--- config.mk ---
export PLATFORM = sky130hd
export DESIGN_NAME = conv_pass_sequencer
export DESIGN_NICKNAME = d
export VERILOG_FILES = /design/src/rtl/conv_pass_sequencer_pkg.sv /design/src/rtl/conv_pass_sequencer_bounded_counter.sv /design/src/rtl/conv_pass_sequencer.sv
export SDC_FILE = /design/constraint.sdc
export NUM_CORES = 1
export LEC_CHECK = 0
export ABC_AREA = 1
export BUFFER_PORTS_ARGS = -buffer_cell sky130_fd_sc_hd__buf_2
export CAP_MARGIN = 20
export CORE_AREA = 8 8 139 141
export CTS_CLUSTER_DIAMETER = 150
export DETAILED_ROUTE_END_ITERATION = 10
export DIE_AREA = 0 0 147 149
export PLACE_DENSITY = 0.7
export SYNTH_ARGS = -nofsm -noshare
export SYNTH_HDL_FRONTEND = slang
export SYNTH_SLANG_ARGS = --single-unit
--- constraint.sdc ---
create_clock -name clk -period 2.6 [get_ports clk]
set_input_delay 0 -clock clk [delete_from_list [all_inputs] [get_ports clk]]
set_output_delay 0 -clock clk [all_outputs]
set_load 0.1 [all_outputs]
--- src/rtl/conv_pass_sequencer_pkg.sv ---
// ============================================================================
// conv_seq_pkg : shared state encoding and default widths for the sequencer
// Revision: 1.0
// ============================================================================
`default_nettype none

package conv_seq_pkg;

  typedef enum logic [2:0] {
    ST_IDLE     = 3'd0,
    ST_START    = 3'd1,
    ST_STREAM   = 3'd2,
    ST_PASS_END = 3'd3,
    ST_DONE     = 3'd4
  } state_e;

  localparam int IF_W_DEF    = 18;
  localparam int FILT_W_DEF  = 16;
  localparam int PSUM_W_DEF  = 32;
  localparam int TIMEOUT_DEF = 1024;

endpackage

`default_nettype wire

--- src/rtl/conv_pass_sequencer_bounded_counter.sv ---
// ============================================================================
// bounded_counter : per-pass word counter, flags when the target is reached
// Revision: 1.0
// ============================================================================
`default_nettype none

module bounded_counter
  import conv_seq_pkg::*;
#(
  parameter int W = 8
) (
  input  logic         clk,
  input  logic         rst_n,
  input  logic [W-1:0] target,
  input  logic         inc,
  input  logic         clr,
  output logic [W-1:0] count,
  output logic         reached
);

  logic [W-1:0] count_q;

  always_ff @(posedge clk or negedge rst_n) begin
    if (!rst_n) begin
      count_q <= '0;
    end else if (clr) begin
      count_q <= '0;
    end else if (inc) begin
      count_q <= count_q + W'(1);
    end
  end

  // A zero target is complete from the first cycle.
  assign reached = (count_q >= target);
  assign count   = count_q;

endmodule

`default_nettype wire

--- src/rtl/conv_pass_sequencer.sv ---
// ============================================================================
// conv_pass_sequencer : drives design_top through a multi-pass convolution
// Revision: 1.0
// ============================================================================
`default_nettype none

module conv_pass_sequencer
  import conv_seq_pkg::*;
#(
  parameter int FILT_ADDR_LEN = 4,
  parameter int IF_ADDR_LEN   = 4,
  parameter int IF_W          = IF_W_DEF,
  parameter int FILT_W        = FILT_W_DEF,
  parameter int PSUM_W        = PSUM_W_DEF,
  parameter int CNT_W         = 8,
  parameter int PASS_W        = 4,
  parameter int TIMEOUT       = TIMEOUT_DEF
) (
  input  logic                     clk,
  input  logic                     rst_n,
  input  logic                     cfg_valid,
  output logic                     cfg_ready,
  input  logic [FILT_ADDR_LEN-1:0] cfg_filt_len,
  input  logic [IF_ADDR_LEN-1:0]   cfg_stride_len,
  input  logic [1:0]               cfg_mode,
  input  logic [PASS_W-1:0]        cfg_passes,
  input  logic [CNT_W-1:0]         cfg_if_words,
  input  logic [CNT_W-1:0]         cfg_filt_words,
  input  logic [CNT_W-1:0]         cfg_out_words,
  input  logic                     if_s_valid,
  output logic                     if_s_ready,
  input  logic [IF_W-1:0]          if_s_data,
  input  logic                     filt_s_valid,
  output logic                     filt_s_ready,
  input  logic [FILT_W-1:0]        filt_s_data,
  output logic                     res_valid,
  input  logic                     res_ready,
  output logic [PSUM_W-1:0]        res_data,
  output logic                     start,
  output logic                     IF_wen,
  output logic                     filter_wen,
  output logic                     outbuf_ren,
  output logic                     psum_buf_wen,
  output logic                     just_add_flag,
  output logic [IF_W-1:0]          IF_din,
  output logic [FILT_W-1:0]        filter_din,
  output logic [PSUM_W-1:0]        P_sum_buff_inp,
  output logic [FILT_ADDR_LEN-1:0] filt_len,
  output logic [IF_ADDR_LEN-1:0]   stride_len,
  output logic [1:0]               calc_mod,
  input  logic                     IF_full,
  input  logic                     filter_full,
  input  logic                     outbuf_empty,
  input  logic                     psum_full,
  input  logic [PSUM_W-1:0]        outbuf_dout,
  output logic                     busy,
  output logic                     done,
  output logic                     err
);

  localparam int WD_W = $clog2(TIMEOUT + 1);

  state_e                   state_q, state_d;
  logic [PASS_W-1:0]        pass_cnt_q, pass_cnt_d, last_idx_q;
  logic [CNT_W-1:0]         if_words_q, filt_words_q, out_words_q;
  logic [CNT_W-1:0]         if_cnt, filt_cnt, out_cnt;
  logic                     if_reached, filt_reached, out_reached;
  logic                     just_add_q, just_add_d, err_q, err_d;
  logic [WD_W-1:0]          wd_q, wd_d;
  logic [FILT_ADDR_LEN-1:0] filt_len_q;
  logic [IF_ADDR_LEN-1:0]   stride_q;
  logic [1:0]               mode_q;

  logic in_stream, is_last, cfg_accept, cnt_clr, any_hs, all_fin;
  logic if_fin, filt_fin, out_fin;

  assign in_stream  = (state_q == ST_STREAM);
  assign is_last    = (pass_cnt_q == last_idx_q);
  assign cfg_ready  = (state_q == ST_IDLE);
  assign cfg_accept = cfg_ready & cfg_valid;
  assign cnt_clr    = (state_q == ST_PASS_END) | (state_q == ST_DONE);

  assign if_s_ready   = in_stream & ~if_reached & ~IF_full;
  assign IF_wen       = if_s_valid & if_s_ready;
  assign IF_din       = if_s_data;
  assign filt_s_ready = in_stream & ~filt_reached & ~filter_full;
  assign filter_wen   = filt_s_valid & filt_s_ready;
  assign filter_din   = filt_s_data;

  // The last pass drains to the result stream, earlier passes recirculate.
  assign outbuf_ren     = in_stream & ~outbuf_empty & ~out_reached &
                          (is_last ? res_ready : ~psum_full);
  assign res_valid      = outbuf_ren & is_last;
  assign res_data       = outbuf_dout;
  assign psum_buf_wen   = outbuf_ren & ~is_last;
  assign P_sum_buff_inp = outbuf_dout;

  // Look ahead by one handshake so PASS_END follows the final word directly.
  assign if_fin   = if_reached   | (IF_wen     & (if_cnt   == if_words_q   - CNT_W'(1)));
  assign filt_fin = filt_reached | (filter_wen & (filt_cnt == filt_words_q - CNT_W'(1)));
  assign out_fin  = out_reached  | (outbuf_ren & (out_cnt  == out_words_q  - CNT_W'(1)));
  assign all_fin  = if_fin & filt_fin & out_fin;
  assign any_hs   = IF_wen | filter_wen | outbuf_ren;

  bounded_counter #(.W(CNT_W)) u_if_cnt (
    .clk(clk), .rst_n(rst_n), .target(if_words_q), .inc(IF_wen),
    .clr(cnt_clr), .count(if_cnt), .reached(if_reached)
  );

  bounded_counter #(.W(CNT_W)) u_filt_cnt (
    .clk(clk), .rst_n(rst_n), .target(filt_words_q), .inc(filter_wen),
    .clr(cnt_clr), .count(filt_cnt), .reached(filt_reached)
  );

  bounded_counter #(.W(CNT_W)) u_out_cnt (
    .clk(clk), .rst_n(rst_n), .target(out_words_q), .inc(outbuf_ren),
    .clr(cnt_clr), .count(out_cnt), .reached(out_reached)
  );

  always_comb begin
    state_d    = state_q;
    pass_cnt_d = pass_cnt_q;
    just_add_d = just_add_q;
    err_d      = err_q;
    wd_d       = '0;
    case (state_q)
      ST_IDLE: begin
        if (cfg_valid) begin
          state_d    = ST_START;
          pass_cnt_d = '0;
          just_add_d = 1'b0;
          err_d      = 1'b0;
        end
      end
      ST_START: state_d = ST_STREAM;
      ST_STREAM: begin
        wd_d = any_hs ? '0 : wd_q + WD_W'(1);
        if (all_fin) begin
          state_d = ST_PASS_END;
        end else if (!any_hs && (wd_q == WD_W'(TIMEOUT - 1))) begin
          err_d   = 1'b1;
          state_d = ST_DONE;
        end
      end
      ST_PASS_END: begin
        if (is_last) begin
          state_d = ST_DONE;
        end else begin
          pass_cnt_d = pass_cnt_q + PASS_W'(1);
          just_add_d = 1'b1;
          state_d    = ST_START;
        end
      end
      ST_DONE: state_d = ST_IDLE;
      default: state_d = ST_IDLE;
    endcase
  end

  always_ff @(posedge clk or negedge rst_n) begin
    if (!rst_n) begin
      state_q    <= ST_IDLE;
      pass_cnt_q <= '0;
      just_add_q <= 1'b0;
      err_q      <= 1'b0;
      wd_q       <= '0;
    end else begin
      state_q    <= state_d;
      pass_cnt_q <= pass_cnt_d;
      just_add_q <= just_add_d;
      err_q      <= err_d;
      wd_q       <= wd_d;
    end
  end

  always_ff @(posedge clk or negedge rst_n) begin
    if (!rst_n) begin
      filt_len_q   <= '0;
      stride_q     <= '0;
      mode_q       <= '0;
      last_idx_q   <= '0;
      if_words_q   <= '0;
      filt_words_q <= '0;
      out_words_q  <= '0;
    end else if (cfg_accept) begin
      filt_len_q   <= cfg_filt_len;
      stride_q     <= cfg_stride_len;
      mode_q       <= cfg_mode;
      last_idx_q   <= (cfg_passes == '0) ? '0 : cfg_passes - PASS_W'(1);
      if_words_q   <= cfg_if_words;
      filt_words_q <= cfg_filt_words;
      out_words_q  <= cfg_out_words;
    end
  end

  assign start         = (state_q == ST_START);
  assign done          = (state_q == ST_DONE);
  assign busy          = ~cfg_ready;
  assign err           = err_q;
  assign just_add_flag = just_add_q;
  assign filt_len      = filt_len_q;
  assign stride_len    = stride_q;
  assign calc_mod      = mode_q;

endmodule

`default_nettype wire

## Word level (Yosys, flattened, before mapping)

Cells that the tools add are included.

- Bits in writable memories: 0
- Memory bits (read-only): 0
- Register bits after elaboration: 82
- Output and inout port bits: 121
- Word-level logic and storage cells: 109
- Latch bits: 0
- Memories kept: 0
- Input port bits: 114

- Bitwise gates (word level): 32
- Divide/modulo/power cells: 0
- Shifts and indexed selects: 0
- Multiplexer cells: 24
- Add/subtract/negate cells: 9
- Reductions and logical operators: 12
- $mul: 0
- Equal/unequal tests: 14
- Magnitude comparators: 3

Operators with widths:

| operator | count |
|---|---|
| $mux 8 | 6 |
| $add 8x1->8 const B | 3 |
| $eq 8x8->1 | 3 |
| $ge 8x8->1 | 3 |
| $sub 8x1->8 const B | 3 |
| $mux 11 | 2 |
| $and 1x1->1 | 17 |
| $mux 3 | 4 |
| $mux 4 | 3 |
| $pmux 3 s4 | 1 |
| $add 11x1->11 const B | 1 |
| $eq 11x10->1 const B | 1 |
| $reduce_bool 2->1 | 5 |
| $not 1->1 | 9 |
| $pmux 4 s2 | 1 |
| $eq 3x2->1 const B | 2 |
| $ne 2x2->1 const B | 3 |
| $or 1x1->1 | 6 |
| $mux 1 | 5 |
| $add 4x1->4 const B | 1 |
| $eq 4x4->1 | 1 |
| $logic_not 4->1 | 1 |
| $pmux 1 s2 | 2 |
| $reduce_and 4->1 | 1 |
| other kinds (10) | 10 |

## Logic depth before layout (Yosys ltp)

Gate-level depths: netlist of run 1.

- Word-level depth: 12
- Depth in mapped cells: 17
- Depth with buffers taken out: 17

## Cells and area by module

From an unflattened synthesis of run 1, not the netlist that was laid out.

- Cell total of the unflattened synthesis: 863
- Area, all modules: 6132.1 µm²

Modules (own cells, without submodules):

| module | area each (µm²) | cells an instance | times used |
|---|---|---|---|
| conv_pass_sequencer | 4206.5 | 596 | 1 |
| bounded_counter | 641.9 | 89 | 3 |

## Worst setup path before layout of run 1

No wires, ideal clock.

- Path kind: flip-flop to flip-flop
- Start: register state_q[1]
- End: register mode_q[0], in the netlist calc_mod[0]
- Arrival: 2.982 ns
- Setup slack: -0.504 ns
- Data required time: 2.478 ns
- Cell stages (with the launch flop): 11
- Path through: dfrtp_1 -> nor2_1 -> inv_1 -> nor2_2 -> inv_1 -> nor2_1 -> buf_2 -> inv_2 -> clkbuf_1 -> nand2_1 -> nand2_1

- Cells in the longest elaborated chain, start to end: 2

Ends and longest elaborated chain:

| item | RTL line | source |
|---|---|---|
| start, declared | conv_pass_sequencer.sv:63 | `state_e state_q, state_d;` |
| start signal, assigned | conv_pass_sequencer.sv:167 | `state_q <= state_d;` |
| $logic_not 3->1 | conv_pass_sequencer.sv:79 | `assign cfg_ready = (state_q == ST_IDLE);` |
| named net cfg_ready | conv_pass_sequencer.sv:22 | `output logic cfg_ready,` |
| $and 1x1->1 | conv_pass_sequencer.sv:80 | `assign cfg_accept = cfg_ready & cfg_valid;` |
| end signal, assigned | conv_pass_sequencer.sv:187 | `mode_q <= cfg_mode;` |
| end, declared | conv_pass_sequencer.sv:72 | `logic [1:0] mode_q;` |

The timed path passes the listed nets, and every way through them passes these cells.
A chain may end at the register's enable or synchronous reset.

## Final worst setup path of run 1

- Start: register if_words_q[5]
- End: output port IF_wen

- Cells in the longest elaborated chain, start to end: 5

Ends and longest elaborated chain:

| item | RTL line | source |
|---|---|---|
| start, declared | conv_pass_sequencer.sv:65 | `logic [CNT_W-1:0] if_words_q, filt_words_q, out_words_q;` |
| start signal, assigned | conv_pass_sequencer.sv:189 | `if_words_q <= cfg_if_words;` |
| $ge 8x8->1 | conv_pass_sequencer_bounded_counter.sv:34 | `assign reached = (count_q >= target);` |
| $not 1->1 | conv_pass_sequencer.sv:83 | `assign if_s_ready = in_stream & ~if_reached & ~IF_full;` |
| $and 1x1->1 (2 in a row) | conv_pass_sequencer.sv:83 |  |
| $and 1x1->1 | conv_pass_sequencer.sv:84 | `assign IF_wen = if_s_valid & if_s_ready;` |
| end, declared | conv_pass_sequencer.sv:40 | `output logic IF_wen,` |

No other way between the ends.

==> results of run 1 <==
synth_stat cells, drive strengths merged:
master | instances | area, µm²
inv | 104 | 390
nand2 | 199 | 762
nor4 | 5 | 31.3
nor3 | 14 | 80.1
a21oi | 18 | 90.1
a31oi | 2 | 12.5
nand3 | 50 | 275
clkbuf | 3 | 11.3
dfrtp | 82 | 2050
a21o | 1 | 7.51
ha | 32 | 400
xor2 | 10 | 87.6
o21ai | 55 | 275
o21a | 3 | 22.5
nand3b | 2 | 15.0
o22ai | 3 | 18.8
nor2 | 92 | 383
xnor2 | 10 | 87.6
nor3b | 2 | 20.0
nand4 | 7 | 50.1
xnor3 | 1 | 22.5
buf | 106 | 776
o31ai | 2 | 15.0
and2 | 1 | 6.26
cell families after synthesis:
| kind of cell | count (synthesis) | synth area share [%] |
|---|---|---|
| buf+inv | 213 | 20.0 |
| compound gates | 84 | 7.50 |
| xor+xnor | 21 | 3.36 |
| flops | 82 | 34.8 |
| simple gates | 372 | 27.5 |
| fa+ha+maj | 32 | 6.80 |
worst max-delay path by stage:
stage | from | endpoint | slack [ns] | depth (start not counted)
finish | if_words_q[5]$_DFFE_PN0P_ | IF_wen | 0.22 | 8
global placement | out_words_q[5]$_DFFE_PN0P_ | outbuf_ren | 0.35 | 8
CTS | out_words_q[3]$_DFFE_PN0P_ | psum_buf_wen | 0.05 | 9
global route | out_words_q[7]$_DFFE_PN0P_ | outbuf_ren | -0.009 | 8
detailed placement | out_words_q[5]$_DFFE_PN0P_ | outbuf_ren | 0.36 | 8
floorplan | out_words_q[3]$_DFFE_PN0P_ | psum_buf_wen | -0.1 | 8
per-layer routing:
layer | global-route usage, % | up-vias
li1 | - | 2484
met1 | 15.7 | 2175
met2 | 20.3 | 101
met3 | 4.31 | 22
met4 | 2.70 | 0
met5 | 0 | -
worst max-delay path, stage by stage (launching register included):
cell,delay (ns)
dfrtp_1,0.41
inv_1,0.08
ha_1,0.32
a21oi_1,0.18
nor2_1,0.07
nor2_2,0.13
nand4_2,0.15
nor2_4,0.21
buf_2,0.49
flip-flops by register name (all words and copies together) (netlist names), 2 cells and up:
signal,cells
wd_q,11
u_out_cnt.count,8
out_words_q,8
last_idx_q,4
if_words_q,8
stride_len,4
pass_cnt_q,4
u_filt_cnt.count,8
calc_mod,2
u_if_cnt.count,8
state_q,3
filt_len,4
filt_words_q,8
metrics by stage:
stage	hold WS (ns)	utilization, %	setup WS, ns	power [W]
6_report	0.0000385	38.4	0.220	0.00720
4_1_cts	0.000681	38.3	0.0489	0.00724
3_3_place_gp	0.000681	34.2	0.350	0.00580
5_1_grt	0.000143	38.4	-0.00871	0.00781
2_1_floorplan	-0.296	-	-0.0997	0.00574
3_5_place_dp	0.000681	34.2	0.355	0.00584
cell type report:
cell class	instances	area, µm²	share of cell area, %
inverter	104	397	6.06
timing repair buffer	117	823	12.6
clock inverter	7	76.3	1.17
sequential	82	2050	31.4
clock buffer	9	225	3.44
tap	225	282	4.30
multi-input combinational	509	2690	41.1
report_power, final:
part,total [W],internal [W],switching (W)
combinational,0.00393,0.00109,0.00284
sequential,0.00197,0.00166,0.000309
clock,0.00131,0.000752,0.000556
what timing repair did:
action,in CTS,in global routing
hold buffers,39,0
setup endpoints to repair,1,3
hold endpoints to repair,83,0
gates cloned,0,0
resized for setup,1,3
==> flow_summary.yaml, run 1 <==
routing:
  wl_per_cell_um: 12.6
  first_iter_violations: 197
  drt-met1-wl_um: 6320
  wl_met2_um: 6040
  viasPerCell: 4.54
  top_layer: "met4"
  vias: 4782
  wl_met3_um: 798
  final_antenna_net_count: 0
  drc: 0
  totalWireLength_um: 13300
  drtPass1Iterations: 5
cells_and_area:
  fin_cells: 1053
  finish.instance_area_mm2: 0.00655
  layout_common_cells: "195 x nand2_1, 96 x inv_1, 82 x nor2_1, 82 x dfrtp_1, 66 x buf_2"
  fin_nets: 969
  layout_commonest_cell: "nand2_1"
  n_antenna_cell: 0
  area_growth_pct: 11.1
  layout-drive-gt1-share_pct: 15.3
  nFillCells: 1788
yosys:
  syn_inst: 804
  syn-num-nets: 950
  yosys_warnings: 0
  seq_area_frac_synth_pct: 34.8
  syn-mean-instance-area_um2: 7.33
  syn_area_mm2: 0.00589
  yosysUniqueCellTypes: 35
  ys_ff_latch: 82
flow_run:
  cap_violations: 0
sta:
  drv_slew: 0
  final_hold_viol_count: 0
  min_period_over_period_pct: 91.5
  tns_ns: 0
  setup_violations: 0
  maxSlewHeadroom_pct: 56.8
  max_freq_mhz: 420
  clock-skew-final_ns: 0.00980
  period_needed_ns: 2.38
  worst-slew-pin-transition_ns: 0.648
critical_path:
  crit_path_end_kind: "primary output"
  critPathMaxFanout: 7
  start_kind: "register"
  reg2reg_from: "out_words_q[4]$_DFFE_PN0P_"
  r2r_cells: 8
  worstPathArrival_ns: 2.38
  worstPathRequired_ns: 2.60
  rrSetupSlack_ns: 0.34
  rr_endpoint: "wd_q[4]$_DFF_PN0_"
  worstSetupPathType: "register to primary output"
clock_tree:
  clk_path_buf_depth: 2
  cts_tree: "done"
  clk_pin_slew_worst_paths_ns: 0.06
  cts_inserted_buffers: 9
  cts.sinks: 82
  insertion_delay_ns: 0.35
  cts_setup_buffers: 0
  clockRootBuffer: "clkbuf_16"
  cts_htree_levels: 3
worst_hold_path:
  hold_path_depth: 0
  hold_class: "input port to primary output"
  min_from: "filt_s_data[10]"
  min_to: "filter_din[10]"
global_route:
  grt_pass1_wl_um: 22500
  overflow: 0
  grt_usage_pct: 12.5
  grt_pass1_vias: 4793
  antenna_found_initial: 0
  grt_max_degree: 48
die:
  core_area_mm2: 0.0171
  num_io_pins: 235
  initial_core_util_pct: 34.5
  fp.dieH_um: 149
  fp.dieW_um: 147
  num_rows: 48
  dieArea_mm2: 0.0219
status:
  status: "finished, final reports clean"
placed_design:
  dp_hpwl_um: 10000
  postPlaceCellArea_mm2: 0.00584
  dp.cells: 998
  io_buffer_count: 70
  gp_congestion: 0.856
pwr:
  power.density_mw_per_mm2: 1100
  peakVddDrop_v: 0.00115
  p_leak_nw: 3.30
(Power assumes the default switching activity.)
==> run 2, diff against run 1 <==
- CORE_AREA: 8 8 139 141 -> 8 8 159 124
- CTS_CLUSTER_DIAMETER: 150 -> 80
- DIE_AREA: 0 0 147 149 -> 0 0 167 132
==> flow_summary.yaml, run 2 (same netlist as run 1, synthesis figures left out) <==
status:
  status: "finished, final reports clean"
cells_and_area:
  layout-drive-gt1-share_pct: 14.8
  regMostFlops: "wd_q"
  largest_reg_flops: 11
  layout_common_cells: "195 x nand2_1, 96 x inv_1, 82 x nor2_1, 82 x dfrtp_1, 66 x buf_2"
  finish.instance_area_mm2: 0.00652
  layout_commonest_cell: "nand2_1"
  fin_nets: 964
  n_antenna_cell: 0
  area_growth_pct: 10.7
global_route:
  grt_max_degree: 52
  grt_pass1_wl_um: 22900
  grt_pass1_vias: 4640
  grt_usage_pct: 12.6
  overflow: 0
  antenna_found_initial: 0
clock_tree:
  clk_path_buf_depth: 2
  clk_pin_slew_worst_paths_ns: 0.06
  cts_inserted_buffers: 9
  cts.sinks: 82
  cts_htree_levels: 3
  insertion_delay_ns: 0.34
  cts_tree: "done"
  clockRootBuffer: "clkbuf_16"
die:
  num_rows: 42
  core_area_mm2: 0.0172
  dieArea_mm2: 0.0220
  initial_core_util_pct: 34.3
  fp.dieH_um: 132
  fp.dieW_um: 167
  num_io_pins: 235
worst_hold_path:
  hold_class: "input port to primary output"
pwr:
  peakVddDrop_v: 0.000590
  power.density_mw_per_mm2: 1110
  p_leak_nw: 3.29
placed_design:
  postPlaceCellArea_mm2: 0.00580
  gp_congestion: 0.811
  io_buffer_count: 70
  dp_hpwl_um: 10600
  preCtsSetupSlack_ns: 0.343
sta:
  min_period_over_period_pct: 92.9
  max_freq_mhz: 414
  setup_violations: 0
  final_hold_viol_count: 0
  rsz0062_at_grt: "false"
  worst-slew-pin-transition_ns: 0.660
  period_needed_ns: 2.41
  drv_slew: 0
  clock-skew-final_ns: 0.0100
  fin_ws_ns: 0.185
  maxSlewHeadroom_pct: 56.0
critical_path:
  cp_num_buf_inv: 2
  crit_path_max_incr_delay_ns: 0.38
  worstPathRequired_ns: 2.60
  worstPathArrival_ns: 2.41
  critPathMaxFanout: 9
  cp_top_family: "simple AND/OR/NAND/NOR gates"
  crit_chain: "inv_1 -> ha_1 -> a21oi_1 -> o21ai_0 -> nor3_2 -> nand2_4 -> nor2_1 -> buf_4"
  start_kind: "register"
  timing.critical_path.slowest_stage_cell: "dfrtp_1"
  worstSetupPathType: "register to primary output"
  crit_path_end_kind: "primary output"
routing:
  drc: 0
  drtPass1Iterations: 5
  first_iter_violations: 226
  final_antenna_net_count: 0
  viasPerCell: 4.56
  vias: 4748
  totalWireLength_um: 13700
  wl_per_cell_um: 13.2
flow_run:
  cap_violations: 0
-- run 2: cell types whose count changed in the layout (fill, tap and decap cells not counted), sizes merged --
cell         change
buf              -2
inv              -1
dlygate4sd3      -1
bufinv           +1
clkinv           -2
clkinvlp         -1
-- run 2: final timing paths --
check                                               from                             end  slack, ns  cells after the start
max in group asynchronous                          rst_n         filt_len[2]$_DFFE_PN0P_       1.66                      3
min                                         if_s_data[4]                       IF_din[4]    0.00004                      0
min reg2reg                            wd_q[0]$_DFF_PN0_               wd_q[0]$_DFF_PN0_       0.46                      1
max                           out_words_q[5]$_DFFE_PN0P_                    psum_buf_wen       0.19                      8
max reg2reg                u_if_cnt.count[7]$_DFFE_PN0P_               wd_q[4]$_DFF_PN0_       0.41                      9
min in group asynchronous                          rst_n  u_out_cnt.count[3]$_DFFE_PN0P_       0.24                      2
-- run 2: per-layer routing --
metal | track usage [%] | vias up | part of all wire (%)
li1 | - | 2472 | -
met1 | 16.1 | 2139 | 48
met2 | 19.3 | 126 | 43
met3 | 5.27 | 11 | 8.0
met4 | 3.15 | 0 | 0.87
met5 | 0 | - | 0
-- run 2: worst register-to-register path: stages (launching register included) --
cell,delay [ns]
dfrtp_1,0.42
ha_1,0.32
nand2_1,0.07
nor2_1,0.17
nand4_1,0.15
nand4_2,0.16
nor2_4,0.07
nor2_1,0.14
nand3_1,0.32
nor3b_1,0.28
-- run 2: cell type report --
| cell class | count | area [µm²] |
|---|---|---|
| multi-input cells | 509 | 2690 |
| inverters | 104 | 397 |
| clock buffers | 11 | 253 |
| repair buffers | 112 | 783 |
| flip-flops and latches | 82 | 2050 |
| fillers | 1772 | 10700 |
| well taps | 220 | 275 |
| clock inverters | 4 | 73.8 |
-- run 2: power by group --
| part | switching (W) | internal, W | total, W |
|---|---|---|---|
| Clock | 0.000523 | 0.000890 | 0.00141 |
| Combinational | 0.00281 | 0.00106 | 0.00387 |
| Sequential | 0.000309 | 0.00166 | 0.00197 |
| Total | 0.00364 | 0.00361 | 0.00725 |
-- run 2: stage by stage --
step	power, W	utilization (%)	TNS (ns)	cells	hold slack, ns
2_1_floorplan	0.00574	-	-0.397	804	-0.296
3_3_place_gp	0.00578	33.8	0	989	0.000681
3_5_place_dp	0.00583	33.8	0	989	0.000681
4_1_cts	0.00733	37.9	0	1042	0.000681
5_1_grt	0.00787	38.0	0	1042	0.000156
6_report	0.00725	38.0	0	1042	0.0000351
-- run 2: repair_timing --
action,in CTS,in global routing
pin swaps,0,0
resized for setup,3,1
buffers inserted,0,0
hold endpoints to repair,86,0
hold buffers,38,0
endpoints found under the setup margin,3,3
